$ cat config.mk
export PLATFORM = sky130hd
export DESIGN_NAME = shift_stage
export DESIGN_NICKNAME = d
export VERILOG_FILES = /design/src/rtl/shift_stage.sv
export SDC_FILE = /design/constraint.sdc
export NUM_CORES = 1
export LEC_CHECK = 0
export CORE_UTILIZATION = 25
export DETAILED_ROUTE_END_ITERATION = 8
export PLACE_DENSITY_LB_ADDON = 0.08
export SLEW_MARGIN = 20
export SYNTH_ARGS = -nofsm -noshare
export SYNTH_HDL_FRONTEND = slang
export SYNTH_SLANG_ARGS = --single-unit
$ cat constraint.sdc
create_clock -name clk -period 7 [get_ports clk]
set_input_delay 1.05 -clock clk [delete_from_list [all_inputs] [get_ports clk]]
set_output_delay 1.05 -clock clk [all_outputs]
set_load 0.005 [all_outputs]
$ cat src/rtl/shift_stage.sv
// rtl/shift_stage.sv - two-register shift execution stage with valid/ready handshake
//
// barrel_shifter: combinational 32-bit shifter.
//   data_i  : operand
//   shamt_i : shift amount 0..31
//   lr_i    : 1 = shift left, 0 = shift right
//   al_i    : for right shifts, 1 = arithmetic (sign fill), 0 = logical
//   data_o  : shifted result
//
// shift_stage: S1 holds the captured request, S2 holds the registered result.
//   clk, rst          : clock, asynchronous active-high reset
//   flush             : synchronous kill of everything in flight
//   in_valid/in_ready : request handshake
//   in_op             : 00 SLL, 01 SRL, 11 SRA, 10 illegal
//   in_a, in_b        : operand and shift source (only in_b[4:0] matters)
//   in_tag            : destination tag carried alongside the op
//   out_valid/out_ready : result handshake
//   out_data, out_tag, out_err : result, its tag, illegal-op flag

module barrel_shifter (
    input  logic [31:0] data_i,
    input  logic [4:0]  shamt_i,
    input  logic        lr_i,
    input  logic        al_i,
    output logic [31:0] data_o
);
    logic [31:0] stage [0:5];
    logic        fill;

    // Left shifts are done by bit-reversing, shifting right, and reversing back,
    // so a single right-shifting log ladder serves all three shift kinds.
    always_comb begin
        for (int i = 0; i < 32; i++) begin
            stage[0][i] = lr_i ? data_i[31 - i] : data_i[i];
        end
    end

    assign fill = al_i & ~lr_i & data_i[31];

    genvar k;
    generate
        for (k = 0; k < 5; k++) begin : g_ladder
            localparam int SH = 1 << k;
            assign stage[k + 1] = shamt_i[k]
                ? {{SH{fill}}, stage[k][31:SH]}
                : stage[k];
        end
    endgenerate

    always_comb begin
        for (int i = 0; i < 32; i++) begin
            data_o[i] = lr_i ? stage[5][31 - i] : stage[5][i];
        end
    end
endmodule

module shift_stage #(
    parameter int TAG_W = 5
) (
    input  logic             clk,
    input  logic             rst,
    input  logic             flush,
    input  logic             in_valid,
    output logic             in_ready,
    input  logic [1:0]       in_op,
    input  logic [31:0]      in_a,
    input  logic [31:0]      in_b,
    input  logic [TAG_W-1:0] in_tag,
    output logic             out_valid,
    input  logic             out_ready,
    output logic [31:0]      out_data,
    output logic [TAG_W-1:0] out_tag,
    output logic             out_err
);
    localparam logic [1:0] OP_SLL = 2'b00;
    localparam logic [1:0] OP_SRL = 2'b01;
    localparam logic [1:0] OP_BAD = 2'b10;
    localparam logic [1:0] OP_SRA = 2'b11;

    // S1: captured request
    logic             s1_v_q,    s1_v_d;
    logic [1:0]       s1_op_q,   s1_op_d;
    logic [31:0]      s1_a_q,    s1_a_d;
    logic [4:0]       s1_sh_q,   s1_sh_d;
    logic [TAG_W-1:0] s1_tag_q,  s1_tag_d;

    // S2: registered result
    logic             s2_v_q,    s2_v_d;
    logic [31:0]      s2_data_q, s2_data_d;
    logic [TAG_W-1:0] s2_tag_q,  s2_tag_d;
    logic             s2_err_q,  s2_err_d;

    logic        in_fire;
    logic        s1_adv;
    logic        sh_lr;
    logic        sh_al;
    logic [31:0] sh_res;
    logic        unused_b_hi;

    // Only the low five bits of the shift source are meaningful.
    assign unused_b_hi = ^in_b[31:5];

    assign s1_adv   = s1_v_q && (!s2_v_q || out_ready);
    assign in_ready = !rst && (!s1_v_q || s1_adv);
    assign in_fire  = in_valid && in_ready;

    assign sh_lr = (s1_op_q == OP_SLL);
    assign sh_al = (s1_op_q == OP_SRA);

    barrel_shifter u_barrel (
        .data_i  (s1_a_q),
        .shamt_i (s1_sh_q),
        .lr_i    (sh_lr),
        .al_i    (sh_al),
        .data_o  (sh_res)
    );

    always_comb begin
        s1_v_d   = s1_v_q;
        s1_op_d  = s1_op_q;
        s1_a_d   = s1_a_q;
        s1_sh_d  = s1_sh_q;
        s1_tag_d = s1_tag_q;

        if (in_fire) begin
            s1_op_d  = in_op;
            s1_a_d   = in_a;
            s1_sh_d  = in_b[4:0];
            s1_tag_d = in_tag;
        end

        if (flush) begin
            // A request accepted in the flush cycle is dropped along with the rest.
            s1_v_d = 1'b0;
        end else if (in_fire) begin
            s1_v_d = 1'b1;
        end else if (s1_adv) begin
            s1_v_d = 1'b0;
        end
    end

    always_comb begin
        s2_v_d    = s2_v_q;
        s2_data_d = s2_data_q;
        s2_tag_d  = s2_tag_q;
        s2_err_d  = s2_err_q;

        // Result fields only change on a load, so they stay stable under backpressure.
        if (s1_adv) begin
            s2_tag_d = s1_tag_q;
            case (s1_op_q)
                OP_SLL, OP_SRL, OP_SRA: begin
                    s2_data_d = sh_res;
                    s2_err_d  = 1'b0;
                end
                OP_BAD: begin
                    s2_data_d = s1_a_q;
                    s2_err_d  = 1'b1;
                end
                default: begin
                    s2_data_d = s1_a_q;
                    s2_err_d  = 1'b1;
                end
            endcase
        end

        if (flush) begin
            s2_v_d = 1'b0;
        end else if (s1_adv) begin
            s2_v_d = 1'b1;
        end else if (out_ready) begin
            s2_v_d = 1'b0;
        end
    end

    always_ff @(posedge clk or posedge rst) begin
        if (rst) begin
            s1_v_q    <= 1'b0;
            s1_op_q   <= 2'b00;
            s1_a_q    <= 32'd0;
            s1_sh_q   <= 5'd0;
            s1_tag_q  <= '0;
            s2_v_q    <= 1'b0;
            s2_data_q <= 32'd0;
            s2_tag_q  <= '0;
            s2_err_q  <= 1'b0;
        end else begin
            s1_v_q    <= s1_v_d;
            s1_op_q   <= s1_op_d;
            s1_a_q    <= s1_a_d;
            s1_sh_q   <= s1_sh_d;
            s1_tag_q  <= s1_tag_d;
            s2_v_q    <= s2_v_d;
            s2_data_q <= s2_data_d;
            s2_tag_q  <= s2_tag_d;
            s2_err_q  <= s2_err_d;
        end
    end

    assign out_valid = s2_v_q;
    assign out_data  = s2_data_q;
    assign out_tag   = s2_tag_q;
    assign out_err   = s2_err_q;
endmodule

==> implementation parameters, run 1 <==
Parameter                              Value

Pwr
  Part of the power in combinational logic ... 0.482
  Switching power as a share of total power ... 0.417
  Int Power ... 1.39 mW
  Power per cell area ... 303 nW/um2
  Part of the power in the clock network ... 0.212
  Sequential share of power ... 0.306
  VDD IR-drop max ... 0.110 mV
  Leakage dissipation ... 2.99 nW
  Switching power ... 0.996 mW

Placement
  # placed instances ... 1035
  Detailed Place HPWL ... 20300 um
  Buffers on Ports ... 88
  GPL Wtd Cong ... 0.929
  Worst slack at placement ... 2.99 ns

Floorplan
  Area of the die ... 26400 um2
  IO Pins ... 116
  Die W ... 162 um
  DIE HEIGHT ... 162 um
  Core region area ... 25200 um2
  Num rows ... 58
  Initial Util ... 0.255

Clock network
  Buffer count from post-CTS setup fixing ... 0
  Clk Latency, worst-skew pair ... 0.35 ns
  Number of H-tree branching levels ... 3
  Clock slew at reported path FFs ... 0.08 ns
  Post-cts repair resize count ... 0
  Num CTS Buffers ... 9
  Root Driver ... sky130_fd_sc_hd__clkbuf_16
  CTS tree ... built
  Clk buf depth ... 2
  Post-CTS Hold Buffers ... 0
  Clock sinks ... 84

Logic synthesis
  Post-synth top area cell ... sky130_fd_sc_hd__dfrtp_1
  Most frequent cell after synthesis ... sky130_fd_sc_hd__nand2_1
  Register bit count reported by yosys ... 84
  Post-Synthesis Cells ... 663
  Main area contributors after synthesis ... sky130_fd_sc_hd__dfrtp_1 33%, sky130_fd_sc_hd__mux4_2 9.8%, sky130_fd_sc_hd__mux2_2 8.9%
  Predominant post-synthesis flop cell ... sky130_fd_sc_hd__dfrtp_1
  Async set-reset flop share out of synthesis ... 1.00
  Post-synthesis instance area ... 6430 um2
  Netlist cell types ... 66
  Post-synthesis average cell area ... 9.70 um2
  Yosys synthesis warning count ... 0
  Part of the Yosys area used for sequential elements ... 0.327
  Nets in the synthesized netlist ... 739
  Most instantiated cells after synthesis ... 87 x sky130_fd_sc_hd__nand2_1, 84 x sky130_fd_sc_hd__dfrtp_1, 53 x sky130_fd_sc_hd__nor2_1
  EDFF count, synth ... 0
  Fraction of post-synthesis cell area in the top cell type by area ... 0.327

Route
  Vias ... 6088
  Average wire per standard cell ... 26.4 um
  Detailed-routing iteration count for the pre-antenna-repair pass ... 6
  Number of violations reported at the end of detailed-routing iteration 0 ... 582
  Wire length reported by the detailed router ... 27700 um
  Drt drc ... 0
  Number of vias per cell ... 5.79
  Number of nets still failing antenna checks after routing ... 0

Timing
  Smallest setup slack after layout ... 2.84 ns
  Final setup viols ... 0
  Minimum clock period ... 4.16 ns
  Post-Route Hold Slack ... 0.474 ns
  Relative max-transition margin ... 0.252
  Unrepaired setup endpoints after global routing ... no
  Setup_tns ... 0 ns
  Hold violation count in the final report ... 0
  Slew Limit Fails ... 0
  Transition time at the pin with the least slew margin ... 1.12 ns
  Timing-limited maximum frequency ... 241 MHz
  Setup Skew ... 0.0137 ns
  Final clock period utilization by the worst path ... 0.594

Global route
  Pin count of the biggest net entering global routing ... 85
  Wire length of the first global-routing pass ... 41900 um
  Most congested layer reported by global routing ... met2
  Number of global-route vias before repair ... 6222
  Met2 usage ... 0.349
  Met1 track demand over resource in global routing ... 0.287
  GRT Residual Overflow ... 0
  Number of antenna violations at the first check in global routing ... 0
  M3 GR Usage ... 0.0400
  Total global-route track usage ... 0.218

Cells and area
  Layout Area Growth over Synthesis ... 22.5%
  Fraction of the core area covered by cells at the end of the flow ... 0.313
  Count of nets after finishing ... 792
  Number of standard cells in the final layout excluding fillers ... 1051
  # fillers ... 2622
  Layout cells sized above 1 ... 0.175
  Antenna diode count ... 0

Setup path
  Crit path DAT ... 4.36 ns
  Critical Path Start Type ... flip-flop
  Crit Path Class ... reg -> reg
  Critical Path Sink Type ... flip-flop
  Maximum fanout count along the critical path ... 23
  Required time of the worst setup path ... 7.20 ns

Job
  Max capacitance violation total ... 0

Min path
  Worst min-delay path class ... reg -> reg

Outcome
  Status ... completed
==> logic make-up (layout without fill, tap and decap cells) <==
kind of cell / count (synthesis) / after routing / share of synthesized area
simple gates: 209 / 209 / 0.146
flops: 84 / 84 / 0.327
mux: 115 / 115 / 0.269
fa+ha+maj: 2 / 2 / 0.00311
compound gates: 188 / 188 / 0.207
buf+inv: 65 / 123 / 0.0469
==> path summary, 6_finish.rpt <==
path	from	to	slack (ns)	cells past startpoint
min reg2reg	s1_tag_q[2]	out_tag[2]	0.47	2
max in group asynchronous	rst	s1_sh_q[2]	5.17	3
max reg2reg	s1_op_q[0]	out_data[23]	2.84	6
max	s1_op_q[0]	out_data[23]	2.84	6
min	s1_tag_q[2]	out_tag[2]	0.47	2
min in group asynchronous	rst	s1_tag_q[3]	1.28	3
==> flip-flops by register name, indices dropped and copies added, names as in the netlist <==
register and flops:
s1_sh_q 5, s1_a_q 32, s1_tag_q 5, out_tag 5
out_err 1, out_data 32, s1_op_q 2, out_valid 1
s1_v_q 1
==> power by group through the flow <==
stage	registers, mW	clock network [mW]	logic (mW)
2_1_floorplan	0.677	0	0.695
3_3_place_gp	0.737	0	1.15
3_5_place_dp	0.743	0	1.13
4_1_cts	0.734	0.526	1.14
5_1_grt	0.746	0.544	1.23
6_report	0.731	0.506	1.15
==> layout by cell type, fill, tap and decap left out, types with 5 or more instances in the layout <==
cell type,n
sky130_fd_sc_hd__nor2_1,53
sky130_fd_sc_hd__mux4_2,28
sky130_fd_sc_hd__a31oi_1,6
sky130_fd_sc_hd__a21oi_1,38
sky130_fd_sc_hd__nor3_1,15
sky130_fd_sc_hd__o211ai_1,8
sky130_fd_sc_hd__a221oi_1,11
sky130_fd_sc_hd__nand2b_1,7
sky130_fd_sc_hd__nand2_1,86
sky130_fd_sc_hd__or3_1,11
sky130_fd_sc_hd__dfrtp_1,83
sky130_fd_sc_hd__a22oi_1,6
sky130_fd_sc_hd__mux4_1,10
sky130_fd_sc_hd__o21ai_0,31
sky130_fd_sc_hd__a211oi_1,11
sky130_fd_sc_hd__buf_4,12
sky130_fd_sc_hd__a211o_1,5
sky130_fd_sc_hd__o221ai_1,9
sky130_fd_sc_hd__mux2_2,51
sky130_fd_sc_hd__o21a_1,7
sky130_fd_sc_hd__mux2i_1,25
sky130_fd_sc_hd__nand3_1,10
sky130_fd_sc_hd__clkbuf_16,9
sky130_fd_sc_hd__and2_1,5
sky130_fd_sc_hd__o22ai_1,16
sky130_fd_sc_hd__clkdlybuf4s50_1,88
sky130_fd_sc_hd__o31ai_1,5
==> final cells by class <==
type	instances	area (um2)	share of cell area
Clock buffer	9	225	0.0286
Clock inverter	7	85.1	0.0108
Inverter	6	28.8	0.00366
Multi-Input combinational cell	514	4040	0.513
Sequential cell	84	2100	0.267
Tap cell	330	413	0.0524
Timing Repair Buffer	101	982	0.125
==> stage by stage <==
step	area, um2	total power [mW]
floorplan	6430	1.37
global placement	7550	1.89
detailed placement	7550	1.88
CTS	7860	2.40
global route	7870	2.52
finish	7870	2.39
==> critical path, cell delays in order, from the launching register on <==
cell                        delay, ns
sky130_fd_sc_hd__dfrtp_1         0.93
sky130_fd_sc_hd__or2_1           0.95
sky130_fd_sc_hd__mux4_1          0.61
sky130_fd_sc_hd__mux2i_1         0.46
sky130_fd_sc_hd__o21ai_0         0.25
sky130_fd_sc_hd__a2111oi_0       0.68
sky130_fd_sc_hd__a211oi_1        0.10
==> layer usage <==
metal	wire (um)	part of all wire
met1	12000	0.43
met5	0	0
met3	1520	0.055
met4	1080	0.039
met2	13100	0.47
(Power assumes the default switching activity.)
==> inputs of run 2 (changes only) <==
==> constraint.sdc (replaced) <==
create_clock -name clk -period 3.8 [get_ports clk]
set_input_delay 0.57 -clock clk [delete_from_list [all_inputs] [get_ports clk]]
set_output_delay 0.57 -clock clk [all_outputs]
set_load 0.005 [all_outputs]
==> implementation parameters, run 2 (synthesized netlist as in run 1, its figures left out) <==
Parameter                              Value

Floorplan
  Initial Util ... 0.255 (unchanged)
  Die W ... 162 um (unchanged)
  Num rows ... 58 (unchanged)
  Core region area ... 25200 um2 (unchanged)
  IO Pins ... 116 (unchanged)
  Area of the die ... 26400 um2 (unchanged)
  DIE HEIGHT ... 162 um (unchanged)

Pwr
  Leakage dissipation ... 3.12 nW (was 2.99 nW)
  Switching power ... 1.85 mW (was 0.996 mW)
  Power per cell area ... 549 nW/um2 (was 303 nW/um2)
  Sequential share of power ... 0.305 (was 0.306)
  VDD IR-drop max ... 0.200 mV (was 0.110 mV)
  Part of the power in combinational logic ... 0.492 (was 0.482)
  Part of the power in the clock network ... 0.202 (was 0.212)
  Switching power as a share of total power ... 0.417 (about the same)
  Int Power ... 2.59 mW (was 1.39 mW)

Placement
  Worst slack at placement ... 0.565 ns (was 2.99 ns)
  GPL Wtd Cong ... 0.938 (was 0.929)
  Buffers on Ports ... 88 (unchanged)
  Placed instance area ... 7770 um2 (was 7550 um2)
  Detailed Place HPWL ... 21700 um (was 20300 um)

Route
  Detailed-routing iteration count for the pre-antenna-repair pass ... 5 (was 6)
  Average wire per standard cell ... 26.3 um (was 26.4 um)
  Vias ... 6261 (was 6088)
  Number of vias per cell ... 5.80 (was 5.79)
  Wire length reported by the detailed router ... 28300 um (was 27700 um)
  Drt drc ... 0 (unchanged)
  Number of nets still failing antenna checks after routing ... 0 (unchanged)
  Number of violations reported at the end of detailed-routing iteration 0 ... 479 (was 582)

Clock network
  Clk buf depth ... 2 (unchanged)
  Clk Latency, worst-skew pair ... 0.35 ns (about the same)
  Clock sinks ... 84 (unchanged)
  Clock slew at reported path FFs ... 0.07 ns (was 0.08 ns)
  Post-cts repair resize count ... 0 (unchanged)
  Number of H-tree branching levels ... 3 (unchanged)
  CTS tree ... built (unchanged)
  Root Driver ... sky130_fd_sc_hd__clkbuf_16 (unchanged)
  Post-CTS Hold Buffers ... 0 (unchanged)
  Num CTS Buffers ... 9 (unchanged)
  Buffer count from post-CTS setup fixing ... 0 (unchanged)

Min path
  Worst min-delay path class ... reg -> reg (unchanged)
  Startpoint of the most critical hold path ... s1_tag_q[1] (was s1_tag_q[2])
  Destination of the worst hold path ... out_tag[1] (was out_tag[2])
  Number of instances on the worst hold path ... 2 (unchanged)

Setup path
  Critical Path Sink Type ... flip-flop (unchanged)
  Origin of the critical flop-to-flop path ... s1_sh_q[1] (was s1_op_q[0])
  Critical Path Start Type ... flip-flop (unchanged)
  Crit-path max cell delay ... 0.83 ns (was 0.95 ns)
  Required time of the worst setup path ... 4.02 ns (was 7.20 ns)
  Endpoint of the most critical register-to-register path ... out_data[23] (unchanged)
  Worst reg2reg path depth ... 8 (was 6)
  Crit path DAT ... 3.58 ns (was 4.36 ns)
  Slowest CP cell ... sky130_fd_sc_hd__a2111oi_0 (was sky130_fd_sc_hd__or2_1)
  Register-to-register setup slack ... 0.44 ns (was 2.84 ns)
  Maximum fanout count along the critical path ... 17 (was 23)
  Crit Path Class ... reg -> reg (unchanged)
  Worst path cell trace ... inv_6 -> mux4_1 -> mux2i_1 -> mux2_2 -> nor2_1 -> a2111oi_0 -> buf_4 -> a211oi_1 (was or2_1 -> mux4_1 -> mux2i_1 -> o21ai_0 -> a2111oi_0 -> a211oi_1)

Timing
  Slew Limit Fails ... 0 (unchanged)
  Minimum clock period ... 3.36 ns (was 4.16 ns)
  Setup_tns ... 0 ns (unchanged)
  Post-Route Hold Slack ... 0.463 ns (was 0.474 ns)
  Transition time at the pin with the least slew margin ... 0.916 ns (was 1.12 ns)
  Final setup viols ... 0 (unchanged)
  Smallest setup slack after layout ... 0.436 ns (was 2.84 ns)
  Setup Skew ... 0.0124 ns (was 0.0137 ns)
  Final clock period utilization by the worst path ... 0.885 (was 0.594)
  Hold violation count in the final report ... 0 (unchanged)
  Relative max-transition margin ... 0.374 (was 0.252)
  Timing-limited maximum frequency ... 297 MHz (was 241 MHz)
  Unrepaired setup endpoints after global routing ... no (unchanged)

Job
  Max capacitance violation total ... 0 (unchanged)

Global route
  GRT Residual Overflow ... 0 (unchanged)
  Pin count of the biggest net entering global routing ... 56 (was 85)
  Number of antenna violations at the first check in global routing ... 0 (unchanged)
  Number of global-route vias before repair ... 6365 (was 6222)
  Total global-route track usage ... 0.220 (was 0.218)
  Wire length of the first global-routing pass ... 42500 um (was 41900 um)

Cells and area
  Layout cells sized above 1 ... 0.202 (was 0.175)
  Most common library cell in the layout ignoring fill and taps ... sky130_fd_sc_hd__clkdlybuf4s50_1 (unchanged)
  Layout Cell Area excl Fill ... 8070 um2 (was 7870 um2)
  Count of nets after finishing ... 818 (was 792)
  Fraction of the core area covered by cells at the end of the flow ... 0.321 (was 0.313)
  Layout Area Growth over Synthesis ... 25.6% (was 22.5%)
  Highest-count cells in the layout ignoring fill and taps ... 88 x sky130_fd_sc_hd__clkdlybuf4s50_1, 86 x sky130_fd_sc_hd__nand2_1, 84 x sky130_fd_sc_hd__dfrtp_1 (was 88 x sky130_fd_sc_hd__clkdlybuf4s50_1, 86 x sky130_fd_sc_hd__nand2_1, 83 x sky130_fd_sc_hd__dfrtp_1)

Outcome
  Status ... completed (unchanged)
==> run 2: changes by cell type in the layout (fill, tap and decap cells not counted), moves of 2 or more <==
cell	previous run	this run
sky130_fd_sc_hd__clkbuf_8	0	2
sky130_fd_sc_hd__buf_12	0	2
sky130_fd_sc_hd__diode_2	0	2
sky130_fd_sc_hd__buf_4	12	37
==> run 2: worst max path at each step <==
stage / cells after the start / from / endpoint
2_1_floorplan: 1 / rst / out_data[0]
3_3_place_gp: 9 / s1_sh_q[1] / out_data[23]
3_5_place_dp: 9 / s1_sh_q[1] / out_data[23]
4_1_cts: 9 / s1_sh_q[1] / out_data[23]
5_1_grt: 9 / s1_sh_q[1] / out_data[23]
6_report: 8 / s1_sh_q[1] / out_data[23]
==> run 2: final cells by class <==
cell class              instances  area, um2
multi-input cells             514       4030
inverters                       6       30.0
clock inverters                 5       41.3
well taps                     330        413
repair buffers                127       1200
flip-flops and latches         84       2100
clock buffers                  11        253
fillers                      2602      17100
diodes                          2       5.00
==> run 2: through the flow <==
stage,cells,power (mW)
after floorplan,663,2.53
after global placement,1061,3.54
after detailed placement,1061,3.53
after CTS,1077,4.46
after global routing,1077,4.66
final,1079,4.44
==> run 2: worst max-delay path, delay by kind of cell, from the launching register on <==
family	cells	cell delay [ns]
muxes	3	1.22
AOI/OAI and AO/OA	2	0.88
and+or+nand+nor	1	0.06
DFF	1	0.56
buffers and inverters	2	0.51
==> run 2: layer usage <==
layer	GRT usage	vias up	wire length (um)
met2	0.363	281	13500
met1	0.290	3218	12200
met3	0.0321	46	1680
li1	-	2716	-
met4	0.0853	0	1010
met5	0	-	0
==> run 2: power by group through the flow <==
stage          clock [mW]  combinational, mW  sequential [mW]
3_5_place_dp            0               2.15             1.37
6_report            0.897               2.18             1.35
2_1_floorplan           0               1.28             1.25
3_3_place_gp            0               2.17             1.37
4_1_cts             0.936               2.16             1.36
5_1_grt             0.959               2.33             1.38
